===== config.mk =====
export PLATFORM = sky130hd
export DESIGN_NAME = mcdf_formatter
export DESIGN_NICKNAME = d
export VERILOG_FILES = /design/src/rtl/mcdf_formatter.sv
export SDC_FILE = /design/constraint.sdc
export NUM_CORES = 1
export LEC_CHECK = 0
export ABC_AREA = 1
export CAP_MARGIN = 20
export CELL_PAD_IN_SITES_DETAIL_PLACEMENT = 1
export CELL_PAD_IN_SITES_GLOBAL_PLACEMENT = 2
export CORE_UTILIZATION = 44
export DETAILED_ROUTE_END_ITERATION = 10
export PLACE_DENSITY_LB_ADDON = 0.1
export SLEW_MARGIN = 20
export SYNTH_ARGS = -nofsm -noshare
export SYNTH_HDL_FRONTEND = slang
export SYNTH_SLANG_ARGS = --single-unit

===== constraint.sdc =====
create_clock -name clk_i -period 4.1 [get_ports clk_i]
set_input_delay 0.82 -clock clk_i [delete_from_list [all_inputs] [get_ports clk_i]]
set_output_delay 0.82 -clock clk_i [all_outputs]
set_load 0.01 [all_outputs]

===== src/rtl/mcdf_formatter.sv =====
// MCDF formatter: collects one package from the arbiter into a store-and-forward
// buffer, then requests the downstream link and streams it out word by word.
module mcdf_formatter #(
   parameter int BUF_DEPTH = 32
) (
   input  logic        clk_i,
   input  logic        rstn_i,
   input  logic        a2f_val_i,
   input  logic [1:0]  a2f_id_i,
   input  logic [31:0] a2f_data_i,
   input  logic [2:0]  a2f_pkglen_sel_i,
   output logic        f2a_id_req_o,
   output logic        f2a_ack_o,
   input  logic        fmt_grant_i,
   output logic        fmt_req_o,
   output logic [1:0]  fmt_chid_o,
   output logic [5:0]  fmt_length_o,
   output logic [31:0] fmt_data_o,
   output logic        fmt_start_o,
   output logic        fmt_end_o
);
   localparam int AW = (BUF_DEPTH > 1) ? $clog2(BUF_DEPTH) : 1;

   typedef enum logic [2:0] {S_IDLE, S_ID_REQ, S_COLLECT, S_REQ, S_SEND} state_t;

   state_t         r_state;
   logic           r_armed;
   logic [AW-1:0]  r_wr_ptr;
   logic [AW-1:0]  r_rd_ptr;
   logic [5:0]     r_cnt;
   logic [5:0]     r_sent;
   logic [5:0]     r_len;
   logic [1:0]     r_chid;
   logic [31:0]    r_mem [BUF_DEPTH];

   logic [5:0]     w_dec_len;
   logic [5:0]     w_len_lim;
   logic           w_ack;

   function automatic logic [AW-1:0] f_next(input logic [AW-1:0] p);
      return (p == AW'(BUF_DEPTH - 1)) ? '0 : p + 1'b1;
   endfunction

   always_comb begin
      w_dec_len = 6'd32;
      case (a2f_pkglen_sel_i)
         3'd0:    w_dec_len = 6'd4;
         3'd1:    w_dec_len = 6'd8;
         3'd2:    w_dec_len = 6'd16;
         default: w_dec_len = 6'd32;
      endcase
   end

   // Before the first word nothing is latched yet, so compare against the live code.
   assign w_len_lim = (r_state == S_ID_REQ) ? w_dec_len : r_len;
   assign w_ack     = ((r_state == S_ID_REQ) || (r_state == S_COLLECT)) &&
                      a2f_val_i && (r_cnt < w_len_lim);

   assign f2a_ack_o    = w_ack;
   assign fmt_chid_o   = r_chid;
   assign fmt_length_o = r_len;

   always_ff @(posedge clk_i) begin
      if (w_ack)
         r_mem[r_wr_ptr] <= a2f_data_i;
   end

   // r_armed holds IDLE for one extra cycle after reset release only.
   always_ff @(posedge clk_i or negedge rstn_i) begin
      if (!rstn_i) begin
         r_state      <= S_IDLE;
         r_armed      <= 1'b0;
         r_wr_ptr     <= '0;
         r_rd_ptr     <= '0;
         r_cnt        <= '0;
         r_sent       <= '0;
         r_len        <= '0;
         r_chid       <= '0;
         f2a_id_req_o <= 1'b0;
         fmt_req_o    <= 1'b0;
         fmt_data_o   <= '0;
         fmt_start_o  <= 1'b0;
         fmt_end_o    <= 1'b0;
      end else begin
         r_armed <= 1'b1;
         case (r_state)
            S_IDLE: begin
               r_wr_ptr    <= '0;
               r_rd_ptr    <= '0;
               r_cnt       <= '0;
               r_sent      <= '0;
               fmt_data_o  <= '0;
               fmt_start_o <= 1'b0;
               fmt_end_o   <= 1'b0;
               if (r_armed) begin
                  r_state      <= S_ID_REQ;
                  f2a_id_req_o <= 1'b1;
               end
            end
            S_ID_REQ: begin
               if (w_ack) begin
                  r_wr_ptr     <= f_next(r_wr_ptr);
                  r_chid       <= a2f_id_i;
                  r_len        <= w_dec_len;
                  r_cnt        <= 6'd1;
                  f2a_id_req_o <= 1'b0;
                  if (w_dec_len == 6'd1) begin
                     r_state   <= S_REQ;
                     fmt_req_o <= 1'b1;
                  end else begin
                     r_state   <= S_COLLECT;
                  end
               end
            end
            S_COLLECT: begin
               if (w_ack) begin
                  r_wr_ptr <= f_next(r_wr_ptr);
                  r_cnt    <= r_cnt + 6'd1;
                  if (r_cnt + 6'd1 == r_len) begin
                     r_state   <= S_REQ;
                     fmt_req_o <= 1'b1;
                  end
               end
            end
            S_REQ: begin
               // First word goes out on the grant edge itself.
               if (fmt_grant_i) begin
                  fmt_req_o   <= 1'b0;
                  r_state     <= S_SEND;
                  fmt_data_o  <= r_mem[r_rd_ptr];
                  fmt_start_o <= 1'b1;
                  fmt_end_o   <= (r_len == 6'd1);
                  r_rd_ptr    <= f_next(r_rd_ptr);
                  r_sent      <= 6'd1;
               end
            end
            S_SEND: begin
               if (r_sent < r_len) begin
                  fmt_data_o  <= r_mem[r_rd_ptr];
                  fmt_start_o <= 1'b0;
                  fmt_end_o   <= (r_sent == r_len - 6'd1);
                  r_rd_ptr    <= f_next(r_rd_ptr);
                  r_sent      <= r_sent + 6'd1;
               end else begin
                  fmt_data_o  <= '0;
                  fmt_start_o <= 1'b0;
                  fmt_end_o   <= 1'b0;
                  r_state     <= S_IDLE;
               end
            end
            default: r_state <= S_IDLE;
         endcase
      end
   end
endmodule


=== Word-level counts from Yosys, hierarchy flattened ===
Memories as Yosys holds them, arrays and structs flattened.
Cells that the tools add are included.

* Register bits after elaboration: 70
* Bits in writable memories: 1024
* Input port bits: 41
* Output and inout bits: 45
* Word-level logic and storage cells: 106
* Memories kept: 1

{| class="wikitable"
|+ Memories
! memory !! words !! width !! rd ports !! clocked after Yosys merged registers in !! write ports !! RTL line !! text
|-
| r_mem || 32 || 32 || 1 || 0 || 1 || 34 || <nowiki>logic [31:0] r_mem [BUF_DEPTH];</nowiki>
|}

* $add $sub $neg: 5
* Magnitude comparators: 2
* Equal/unequal tests: 21
* Multiplexer cells: 42
* Reduce and logical (&&, ||, !) cells: 22

{| class="wikitable"
|+ Operator list
! kind !! number
|-
| $pmux W32 S3 || 1
|-
| $mux W32 || 2
|-
| $pmux W6 S3 || 3
|-
| $mux W6 || 5
|-
| $mux W5 || 5
|-
| $mux W3 || 6
|-
| $pmux W3 S5 || 1
|-
| $pmux W5 S3 || 1
|-
| $mux W1 || 13
|-
| $add A6 B1 Y6 const B || 2
|-
| $eq A6 B1 Y1 const B || 2
|-
| $eq A6 B6 Y1 || 2
|-
| $lt A6 B6 Y1 || 2
|-
| $ne A2 B2 Y1 const B || 6
|-
| $reduce_and A6 Y1 || 2
|-
| $add A5 B1 Y5 const B || 2
|-
| $eq A5 B5 Y1 const B || 2
|-
| $pmux W5 S2 || 1
|-
| $eq A3 B2 Y1 const B || 3
|-
| $reduce_and A3 Y1 || 3
|-
| $reduce_bool A3 Y1 || 3
|-
| $reduce_and A2 Y1 || 4
|-
| $eq A3 B1 Y1 const B || 2
|-
| $logic_not A3 Y1 || 2
|-
| 9 further kinds || 17
|}

=== Logic depth before layout (Yosys ltp) ===
Gate-level depths: netlist of run 1.

* Depth after elaboration: 7
* Mapped depth: 15
* Depth with buffers taken out: 15

=== Least setup slack after synthesis of run 1 ===
OpenSTA, ideal clock, no wires.

* Path type: input-to-reg
* Start point: in a2f_pkglen_sel_i[0]
* End point: mem r_mem[0][0], enable pin
* Setup time: 0.421 ns
* Arrival time: 3.719 ns
* Data required time: 3.679 ns
* Slack: -0.040 ns
* Stages on the path: 11
* Path buffers: 0
* Path through: nor3_1 > nor3_1 > o21ai_0 > ha_1 > nand2_1 > inv_1 > nor4_4 > nand2_4 > inv_4 > nand2_2 > nor2_1

* Longest elaborated chain between the ends: 7
* Elaborated cells on any way between the ends: 9
* Classes of those cells: 1 x order compare; 2 x eq/ne; 4 x mux; 2 x reduce/logical

{| class="wikitable"
|+ Ends and longest elaborated chain
! item !! RTL line !! text
|-
| from (decl) || 11 || <nowiki>input logic [2:0] a2f_pkglen_sel_i,</nowiki>
|-
| $eq A3 B2 Y1 (tied with other cells) || 46 || <nowiki>case (a2f_pkglen_sel_i)</nowiki>
|-
| $pmux W6 S3 * || 46 ||
|-
| $mux W6 * || 55 || <nowiki>assign w_len_lim = (r_state == S_ID_REQ) ? w_dec_len : r_len;</nowiki>
|-
| $lt A6 B6 Y1 * || 57 || <nowiki>a2f_val_i && (r_cnt < w_len_lim);</nowiki>
|-
| $logic_and A1 B1 Y1 * || 57 ||
|-
| named net f2a_ack_o || 13 || <nowiki>output logic f2a_ack_o,</nowiki>
|-
| $mux W1 * || 64 || <nowiki>if (w_ack)</nowiki>
|-
| $mux W1 (not written as such) * || 65 || <nowiki>r_mem[r_wr_ptr] <= a2f_data_i;</nowiki>
|-
| to (decl) || 34 ||
|}

The timed path passes the listed nets; every way through them passes the cells marked *.

=== Worst setup path in the final report of run 1 ===
* Start point: in a2f_pkglen_sel_i[1]
* End point: out f2a_ack_o

* Longest elaborated chain between the ends: 5
* Elaborated cells on any way between the ends: 7
* Classes of those cells: 1 x order compare; 2 x eq/ne; 2 x mux; 2 x reduce/logical

{| class="wikitable"
|+ Ends and longest elaborated chain
! item !! RTL line
|-
| $eq A3 B2 Y1 (tied with other cells) || 46
|-
| $pmux W6 S3 * || 46
|-
| $mux W6 * || 55
|-
| $lt A6 B6 Y1 * || 57
|-
| $logic_and A1 B1 Y1 * || 57
|-
| to (decl) || 13
|}

Mark *: on every way between the ends. The rest lies on a longest branch, timed or not.

==> results of run 1 <==
[power groups by stage]
stage	registers, uW	logic, uW	clock network [uW]
after global routing	12800	5550	11100
after global placement	13000	5030	0
after detailed placement	13000	5120	0
after floorplan	12900	2990	0
after CTS	12800	5150	10800
final	12800	5100	10600
[kinds of logic (layout without fill, tap and decap cells)]
| logic type | after synthesis | after routing |
|---|---|---|
| fa+ha+maj | 17 | 17 |
| flops | 1092 | 1092 |
| simple gates | 1337 | 1337 |
| compound gates | 680 | 680 |
| xor+xnor | 6 | 6 |
| other cells | 2 | 4 |
| buf+inv | 437 | 645 |
[synthesized netlist by cell type, drive strengths merged (17+ instances only)]
library cell / n
a21oi: 85
buf: 147
clkbuf: 73
dfrtp: 68
edfxtp: 1024
ha: 17
inv: 216
nand2: 613
nand3: 198
nand4: 17
nor2: 481
o2111ai: 93
o211ai: 111
o21ai: 338
o22ai: 32
[worst max-delay path: stages]
cell and delay, ps:
clkdlybuf4s50_1 460, inv_1 90, nand2_1 90, nor2_2 50
nor3_2 240, o21ai_1 90, ha_1 290, nand2_1 70
inv_1 60, nor4_4 210, nand2_4 90, inv_4 70
clkdlybuf4s50_1 520
[what timing repair did]
action | in CTS | in global routing
setup endpoints to repair | 1 | 1
pin swaps | 0 | 2
cloned | 0 | 0
gates resized for setup | 2 | 3
hold buffers | 0 | 0
[metrics by stage]
| step | area (um^2) | util [%] | power, uW | instances | setup TNS, ps |
|---|---|---|---|---|---|
| after floorplan | 44500 | - | 15900 | 3572 | -41200 |
| after global placement | 47600 | 47.5 | 18000 | 4857 | -101 |
| after detailed placement | 47600 | 47.5 | 18100 | 4857 | -35.3 |
| after CTS | 51400 | 51.3 | 28700 | 5078 | 0 |
| after global routing | 51400 | 51.3 | 29500 | 5078 | 0 |
| final | 51400 | 51.3 | 28400 | 5079 | 0 |
[layout make-up]
class                           instances  area (um^2)
Fill cell                           10100        48700
Antenna cell                            1         2.50
Clock inverter                         80          689
Clock buffer                          141         3130
Multi-Input combinational cell       2043        10200
Tap cell                             1298         1620
Sequential cell                      1092        32500
Inverter                              217          833
Timing Repair Buffer                  207         2460
[state kept, by name, summed over array words and instances, names as in the netlist]
register	flops
fmt_chid_o	2
r_cnt	6
r_armed	1
fmt_length_o	4
f2a_id_req_o	1
r_sent	6
r_state	3
fmt_end_o	1
fmt_start_o	1
fmt_data_o	32
fmt_req_o	1
r_rd_ptr	5
r_mem	1024
r_wr_ptr	5
[per-layer routing]
layer  part of all wire (%)  wire length (um)
met1                     43             61300
met2                     47             67200
met3                    6.6              9360
met4                    3.1              4430
met5                  0.027                39
[final timing paths]
kind,start,endpoint,slack [ps],cells after the start
max in group asynchronous,rstn_i,fmt_data_o[0]$_DFFE_PN0P_,3010,2
worst min register to register,fmt_chid_o[1]$_DFFE_PN0P_,fmt_chid_o[1]$_DFFE_PN0P_,480,2
min in group clk_i,fmt_chid_o[1]$_DFFE_PN0P_,fmt_chid_o[1]$_DFFE_PN0P_,480,2
worst max register to register,r_rd_ptr[1]$_DFFE_PN0P_,fmt_data_o[1]$_DFFE_PN0P_,1220,8
worst min-delay path,rstn_i,fmt_length_o[5]$_DFFE_PN0P_,210,1
worst max-delay path,a2f_pkglen_sel_i[1],f2a_ack_o,120,13
==> results.cfg, run 1 <==
[global_routing]
globalRouteOverflowTotal = 0
globalRouteMet3Util_pct = 5.26
grt.met1_usage_pct = 38.4
met2_layer_usage_reported_by_global_route_pct = 44.6
grt_antenna_before_repair = 11
grt_use_total_pct = 28.0
first_global_vias = 30400
global_route.peak_usage_layer = met2
grt_max_degree = 95
grt_first_pass_wirelength_um = 208000

[clock_network]
worst_setup_hold_path_clk_slew_ps = 60
tritoncts = yes
number_of_buffers_inserted_to_repair_setup_after_cts = 0
clk_path_buf_depth = 3
clock_tree.htree_level_count = 3
cts_made_buffers = 117
tritoncts_num_sinks = 1092
insertion_delay_ps = 710
cts_root_buffer = clkbuf_16

[setup_path]
critPathArrivalTime_ps = 3160
startpoint_type = input port
setup.worst_path.end_class = output port
worst-setup-path-type = input port to output port
worst-endpoint-required_ps = 3280
worstPathMaxFanout = 3

[synth]
synthFlopType = edfxtp_1
postSynthRegisterBits = 1092
syn_avg_cell_area_um2 = 12.5
basic_gate_share_of_the_synthesized_area_counting_and_or_nand_and_nor_cells_pct = 12.4
synth_top_area_share_pct = 69.1
cell_count_after_synthesis = 3571
synth_area_leaders = edfxtp_1 69%, nand2_1 5.0%, nor2_1 4.0%, dfrtp_1 3.8%, o21ai_0 2.9%
mappedNetlistArea_um2 = 44500
postSynth.asyncResetShare_pct = 6.23
synth_compound_gate_area_share_pct = 9.37
synth_area_leader_cell = edfxtp_1
synth_top_family_by_area = simple AND/OR/NAND/NOR gates
seq_area_frac_synth_pct = 73.0
synth_xor_xnor_area_share_pct = 0.118
muxShareOfSynthArea_pct = 0
synthesized_area_fraction_occupied_by_adder_cells_pct = 0.478
yosys_warnings = 0
synth-edff-count = 1024
synth_cell_type_count = 50

[sta]
setup_viol = 0
finalHoldWorstSlack_ps = 214
hold_vio_cnt_final = 0
fin_crit_sh_pct = 97.1
fin_skew_ps = 30.7
maxSlewHeadroom_pct = 26.9
rsz0062_at_grt = false
maxClockFrequency_mhz = 251
post-route-worst-setup-slack_ps = 119
tightestPinTransition_ps = 1100
layout_min_cycle_time_ps = 3980
timing_max_transition_violations_final = 0

[hold_path]
min_path_type = input port to async pin

[routing]
number_of_detailed_routing_iterations_run_before_antenna_repair = 5
route.detailed.vias_per_inst = 5.77
postRouteAntennaNets = 0
drc_errors = 0
finalWirelength_um = 142000
detail_route.wl_per_cell_um = 28.0
num_vias = 29300
dr.first_iter.drc_count = 2628

[die]
std_cell_rows = 116
width_of_the_die_um = 320
chipHeight_um = 320
pin_count = 86
initial_core_util_pct = 44.4
placeableCoreArea_um2 = 100000
total_die_area_um2 = 102000

[power_and_ir_drop]
sw_ratio_pct = 29.4
netSwitchingPower_uw = 8350
power.density_cell_area_nw_per_um2 = 553
power_leakage_uw = 0.0177
worst_ir_drop_vdd_uv = 345
clock_power_share_pct = 37.1
p_int_uw = 20100
share_comb_of_total_power_pct = 17.9
pwr-share-seq_pct = 44.9

[placed_design]
post-dp-hpwl_um = 87000
routabilityCongestion = 0.843
place_worst_setup_slack_ps = -35.3
port_buffers = 83

[final_layout]
area.growth.synth_to_final_pct = 15.6
layout.cells.most_common_list = 1,024 x edfxtp_1, 588 x nand2_1, 443 x nor2_1
final_net_count = 3736
post_route_cells_drive_above_1_share_pct = 11.5
mostFrequentLayoutCell = edfxtp_1

[job]
max_cap_violation_count = 0

[run_status]
status = finished, final reports clean
(Power assumes the default switching activity.)
==> run 2: changes to the inputs <==
CAP_MARGIN = unset   (was 20)
==> results of run 2 <==
Same layout as run 1: the final DEF is identical, and so are final timing and power.
